[config.mk]
export PLATFORM = sky130hd
export DESIGN_NAME = genius_seq_player
export DESIGN_NICKNAME = d
export VERILOG_FILES = /design/src/rtl/genius_pkg.sv /design/src/rtl/genius_lfsr.sv /design/src/rtl/genius_seq_player.sv
export SDC_FILE = /design/constraint.sdc
export NUM_CORES = 1
export LEC_CHECK = 0
export ABC_CLOCK_PERIOD_IN_PS = 3300
export CORE_MARGIN = 5
export CORE_UTILIZATION = 59
export CTS_BUF_LIST = sky130_fd_sc_hd__clkbuf_8
export DETAILED_ROUTE_END_ITERATION = 10
export PLACE_DENSITY = 0.83
export SLEW_MARGIN = 20
export SYNTH_ARGS = -nofsm -noshare
export SYNTH_HDL_FRONTEND = slang
export SYNTH_SLANG_ARGS = --single-unit
[constraint.sdc]
create_clock -name clk -period 3.3 [get_ports clk]
set_clock_uncertainty 0.2 [all_clocks]
set_input_delay 0.495 -clock clk [delete_from_list [all_inputs] [get_ports clk]]
set_output_delay 0.495 -clock clk [all_outputs]
set_load 0.05 [all_outputs]
[src/rtl/genius_pkg.sv]
// ============================================================================
// Module  : genius_pkg
// Purpose : Shared colour codes, player state encoding and LFSR taps.
// Revision: 1.0 - initial release
// ============================================================================
`default_nettype none

package genius_pkg;

   localparam logic [1:0] COLOR_GREEN  = 2'b00;
   localparam logic [1:0] COLOR_RED    = 2'b01;
   localparam logic [1:0] COLOR_YELLOW = 2'b10;
   localparam logic [1:0] COLOR_BLUE   = 2'b11;

   // Right-shifting Galois form of x^16 + x^14 + x^13 + x^11 + 1
   localparam logic [15:0] LFSR_TAPS = 16'hB400;

   typedef enum logic [2:0] {
      ST_IDLE   = 3'd0,
      ST_APPEND = 3'd1,
      ST_ON     = 3'd2,
      ST_OFF    = 3'd3,
      ST_DONE   = 3'd4
   } state_e;

endpackage

`default_nettype wire

[src/rtl/genius_lfsr.sv]
// ============================================================================
// Module  : genius_lfsr
// Purpose : Free-running 16-bit Galois LFSR; exposes the two low bits as a colour.
// Revision: 1.0 - initial release
// ============================================================================
`default_nettype none

module genius_lfsr
   import genius_pkg::*;
#(
   parameter logic [15:0] SEED = 16'hACE1
) (
   input  logic       clk,
   input  logic       rst_n,
   output logic [1:0] color_o
);

   logic [15:0] lfsr_q;
   logic [15:0] lfsr_d;

   always_comb begin
      lfsr_d = {1'b0, lfsr_q[15:1]} ^ (lfsr_q[0] ? LFSR_TAPS : 16'h0000);
   end

   always_ff @(posedge clk or negedge rst_n) begin
      if (!rst_n) begin
         lfsr_q <= SEED;
      end else begin
         lfsr_q <= lfsr_d;
      end
   end

   assign color_o = lfsr_q[1:0];

endmodule

`default_nettype wire

[src/rtl/genius_seq_player.sv]
// ============================================================================
// Module  : genius_seq_player
// Purpose : Grows the Genius colour sequence and plays it back as timed steps.
// Revision: 1.0 - initial release
// ============================================================================
`default_nettype none

module genius_seq_player
   import genius_pkg::*;
#(
   parameter int          MAX_LEN    = 32,
   parameter int          ON_CYCLES  = 4,
   parameter int          OFF_CYCLES = 2,
   parameter logic [15:0] LFSR_SEED  = 16'hACE1
) (
   input  logic                           clk,
   input  logic                           rst_n,
   input  logic                           clear,
   input  logic                           start,
   input  logic                           replay,
   input  logic [$clog2(MAX_LEN)-1:0]     rd_idx,
   output logic [1:0]                     rd_color,
   output logic [1:0]                     sel_out,
   output logic                           show,
   output logic                           busy,
   output logic                           done,
   output logic [$clog2(MAX_LEN+1)-1:0]   len,
   output logic                           full
);

   localparam int IW   = $clog2(MAX_LEN);
   localparam int LW   = $clog2(MAX_LEN + 1);
   localparam int TMAX = (ON_CYCLES > OFF_CYCLES) ? ON_CYCLES : OFF_CYCLES;
   localparam int TW   = $clog2(TMAX + 1);

   localparam logic [TW-1:0] ON_LOAD  = TW'(ON_CYCLES - 1);
   localparam logic [TW-1:0] OFF_LOAD = TW'(OFF_CYCLES - 1);

   state_e         state_q, state_d;
   logic [LW-1:0]  len_q, len_d;
   logic [IW-1:0]  idx_q, idx_d;
   logic [TW-1:0]  timer_q, timer_d;
   logic           wr_en;
   logic           full_w;
   logic           last_w;
   logic [1:0]     rnd_color;
   logic [1:0]     mem_q [MAX_LEN];

   genius_lfsr #(
      .SEED    (LFSR_SEED)
   ) u_lfsr (
      .clk     (clk),
      .rst_n   (rst_n),
      .color_o (rnd_color)
   );

   assign full_w = (len_q == LW'(MAX_LEN));
   assign last_w = ((LW'(idx_q) + LW'(1)) == len_q);

   always_comb begin
      state_d = state_q;
      len_d   = len_q;
      idx_d   = idx_q;
      timer_d = timer_q;
      wr_en   = 1'b0;

      case (state_q)
         ST_IDLE: begin
            if (start) begin
               state_d = ST_APPEND;
            end else if (replay) begin
               if (len_q != '0) begin
                  state_d = ST_ON;
                  idx_d   = '0;
                  timer_d = ON_LOAD;
               end else begin
                  state_d = ST_DONE;
               end
            end
         end
         ST_APPEND: begin
            // A full sequence is still played back, just not extended
            if (!full_w) begin
               wr_en = 1'b1;
               len_d = len_q + LW'(1);
            end
            idx_d   = '0;
            timer_d = ON_LOAD;
            state_d = ST_ON;
         end
         ST_ON: begin
            if (timer_q == '0) begin
               state_d = ST_OFF;
               timer_d = OFF_LOAD;
            end else begin
               timer_d = timer_q - TW'(1);
            end
         end
         ST_OFF: begin
            if (timer_q == '0) begin
               if (last_w) begin
                  state_d = ST_DONE;
                  timer_d = '0;
               end else begin
                  idx_d   = idx_q + IW'(1);
                  state_d = ST_ON;
                  timer_d = ON_LOAD;
               end
            end else begin
               timer_d = timer_q - TW'(1);
            end
         end
         ST_DONE: begin
            state_d = ST_IDLE;
            timer_d = '0;
         end
         default: begin
            state_d = ST_IDLE;
         end
      endcase

      if (clear) begin
         state_d = ST_IDLE;
         len_d   = '0;
         idx_d   = '0;
         timer_d = '0;
         wr_en   = 1'b0;
      end
   end

   always_ff @(posedge clk or negedge rst_n) begin
      if (!rst_n) begin
         state_q <= ST_IDLE;
         len_q   <= '0;
         idx_q   <= '0;
         timer_q <= '0;
      end else begin
         state_q <= state_d;
         len_q   <= len_d;
         idx_q   <= idx_d;
         timer_q <= timer_d;
      end
   end

   always_ff @(posedge clk) begin
      if (wr_en) begin
         mem_q[IW'(len_q)] <= rnd_color;
      end
   end

   // idx only advances on OFF->ON, so OFF keeps showing the last colour
   assign sel_out  = ((state_q == ST_ON) || (state_q == ST_OFF)) ? mem_q[idx_q] : 2'b00;
   assign show     = (state_q == ST_ON);
   assign busy     = (state_q != ST_IDLE);
   assign done     = (state_q == ST_DONE);
   assign rd_color = mem_q[rd_idx];
   assign len      = len_q;
   assign full     = full_w;

endmodule

`default_nettype wire
==> out/results.tsv, run 1 <==
stage	metric	value	unit
clock_network	clk slew on worst S/H paths	0.10	ns
floorplan	Die Y	101.2	um
place	Post-DP HPWL	7.187	mm
floorplan	Initial Util	0.6009	
logic_synthesis	Mapped Nets	366	
detailed_routing	DR vias/cell	6.520	
clock_network	Skew-Pair Late Insertion Delay	0.37	ns
power	total power	2.707	mW
grt	Tot GR Track Use	0.2227	
logic_synthesis	xor-xnor portion of the synthesized cell area	0.02318	
layout	layout cells sized above 1	0.2143	
layout	# diodes	0	
outcome	outcome	finished, final reports clean	
critical_path	Slowest cell on crit path	mux4_2	
logic_synthesis	synthesized area	0.004912	mm^2
floorplan	Core Area	0.008175	mm^2
critical_path	critical path's most frequent cell	mux4_2	
logic_synthesis	Netlist cell types	49	
layout	commonest non-fill, non-tap cell in the layout	edfxtp_1	
layout	Fillers	572	
timing	Slew headroom	0.3307	
logic_synthesis	cell count after synthesis	349	
detailed_routing	Initial DRC Count	316	
clock_network	CTS tree	yes	
critical_path	crit path cell chain	dlygate4sd2_1 -> bufbuf_16 -> mux4_2 -> mux4_2 -> mux2_2 -> buf_4	
clock_network	Root Driver	clkbuf_8	
timing	Pins Over Slew Limit	0	
critical_path	critical path fanouts, max	8	
logic_synthesis	Seq/Total Area, Yosys	0.5614	
detailed_routing	WL per Instance	21.94	um
logic_synthesis	Post-synth EDFFs	64	
timing	Worst-Margin Slew	1.004	ns
critical_path	critical path capture point type	primary output	
floorplan	Die Width	101.2	um
detailed_routing	ANT nets after route	0	
grt	global-route wire length before repair	17.06	mm
critical_path	CP required	2.60	ns
clock_network	clock buffer depth	2	
detailed_routing	drt first pass iters	5	
critical_path	Data arrival, critical path	2.54	ns
logic_synthesis	synthesized flop and latch total	97	
logic_synthesis	largest family of logic cells by synthesized area	multiplexers	
power	pwr dens	495.4	mW/mm^2
power	Lkg Pwr	1.948	nW
logic_synthesis	Compound-Gate Fraction of Synth Area	0.05400	
logic_synthesis	Yosys warning count	0	
job	Max-Cap Viols	0	
logic_synthesis	Avg Inst Size Synth	14.08	um^2
clock_network	H-tree depth	3	
detailed_routing	drt drc	0	
logic_synthesis	post-synthesis adder-cell area fraction	0.01783	
layout	Area Growth Syn to Fin	11.23	%
place	GPL Wtd Cong	0.8486	
clock_network	Num CTS Buffers	9	
timing	endpoints failing setup	0	
grt	GR Overflow Total	0	
grt	vias in the first global route	3166	
logic_synthesis	Synth async-reset ratio	0.3402	
floorplan	die footprint	0.01025	mm^2
layout	post-layout net count	390	
timing	unrepaired setup endpoints after global routing	no	
timing	fin crit share	0.9791	
logic_synthesis	simple-gate share of the synthesized area	0.1195	
worst_hold_path	hold crit path type	flop to flop	
power	Max VDD drop	0.0003046	V
timing	final number of hold-violating endpoints	0	
critical_path	Max stage delay on crit path	0.52	ns
layout	Util after Layout	0.6684	
grt	initial antenna violation count	0	
critical_path	startpoint types	input port	
clock_network	Sink Count	97	
grt	largest net degree at the start of global routing	37	
detailed_routing	final WL	10.60	mm
timing	fin crit period	3.231	ns
clock_network	hold_buf cts	0	
place	I/O Buffers	23	
detailed_routing	Via Count	3149	
floorplan	IO Count	24	
floorplan	Rows	33	
critical_path	Setup CP Type	input port to primary output	
logic_synthesis	predominant post-synthesis flop cell	edfxtp_1	
timing	Max Fclk	0.3095	GHz
logic_synthesis	multiplexer share of the synthesized area	0.1918	
layout	commonest non-fill, non-tap cells in the layout	edfxtp_1 (64), nor2_1 (54), mux4_2 (35)	
==> cells in the mapped netlist, types with 2 or more instances <==
cell	n	area share
a21o_1	4	0.0061
a21oi_1	6	0.0061
a31oi_1	3	0.0038
a32o_1	2	0.0041
and2_1	2	0.0025
buf_2	3	0.0031
buf_6	2	0.0046
clkbuf_1	12	0.0092
dfrtp_1	25	0.13
dfstp_2	8	0.043
edfxtp_1	64	0.39
ha_1	7	0.018
inv_1	9	0.0069
mux2_2	2	0.0046
mux4_1	5	0.027
mux4_2	35	0.16
nand2_1	26	0.020
nand2b_1	3	0.0038
nand3_1	7	0.0071
nand3b_1	4	0.0061
nand4_1	4	0.0051
nor2_1	54	0.041
nor2b_1	5	0.0064
nor3_1	4	0.0041
nor4_1	3	0.0038
o211ai_1	3	0.0046
o21ai_0	4	0.0041
o311ai_0	4	0.0071
o32ai_1	3	0.0053
or2_2	2	0.0025
or3_1	4	0.0051
or4_1	2	0.0031
xnor2_1	6	0.011
xor2_1	7	0.012
==> where the power goes <==
part	switching [mW]	total, mW	internal [mW]
registers	0.0634	1.38	1.32
logic	0.360	0.589	0.229
clock network	0.449	0.738	0.290
==> cell families after synthesis <==
logic type,count (synthesis)
muxes,42
and+or+nand+nor,125
xor gates and xnor gates,13
DFF,97
buffers and inverters,29
adders and majority gates,7
AOI/OAI and AO/OA,36
==> repair_timing <==
| item | 4_1_cts | 5_1_grt |
|---|---|---|
| endpoints found under the setup margin | 2 | 2 |
| hold endpoints to repair | 0 | 0 |
| gates cloned | 1 | 0 |
| gates resized for setup | 1 | 1 |
| setup buffers | 0 | 0 |
==> worst max-delay path, delay by kind of cell <==
family | cells | cell delay, ns
buffers and inverters | 3 | 0.77
multiplexers | 3 | 1.27
==> layout make-up <==
cell class	count	area (um^2)	share of cell area
multi-input cells	223	1996	0.3652
flip-flops and latches	97	2759	0.5049
repair buffers	33	354.1	0.06480
clock buffers	9	123.9	0.02267
well taps	105	131.4	0.02404
clock inverters	7	66.31	0.01214
inverters	9	33.78	0.006183
==> worst paths after layout <==
kind,from,end,slack [ns],cells after the start
setup / recovery,rd_idx[0],rd_color[1],0.07,6
hold / removal,u_lfsr.lfsr_q[2],u_lfsr.lfsr_q[1],0.16,0
setup reg to reg,len[0],mem_q[3][0],0.28,7
hold reg to reg,u_lfsr.lfsr_q[2],u_lfsr.lfsr_q[1],0.16,0
max in group asynchronous,rst_n,u_lfsr.lfsr_q[0],2.23,2
min in group asynchronous,rst_n,timer_q[2],0.32,2
==> metal layers <==
layer  wire, um  GRT usage
met2       5421     0.3516
met5          0          0
met3        624    0.03788
met4        265    0.09100
met1       4287     0.3110
==> registers in the layout (all words and copies together) (netlist names) <==
signal	count
mem_q	64
u_lfsr.lfsr_q	16
len	6
idx_q	5
state_q	3
timer_q	3
==> through the flow <==
stage,setup TNS (ns),area [um^2],std cells,setup WS (ns),hold slack (ns)
finish,0,5464,483,0.06903,0.1631
global route,0,5464,483,0.02743,0.1705
CTS,0,5463,483,0.04378,0.1626
detailed placement,-0.1693,5241,466,-0.08589,0.1379
global placement,-0.1517,5241,466,-0.07694,0.1344
floorplan,0,4912,349,0.2150,-0.0005910
No activity file was read; power rests on OpenSTA's default activity.
==> inputs of run 2 (changes only) <==
- ABC_CLOCK_PERIOD_IN_PS: 3300 -> not set
==> results of run 2 <==
The final DEF is identical to that of run 1; final timing and power are the same.
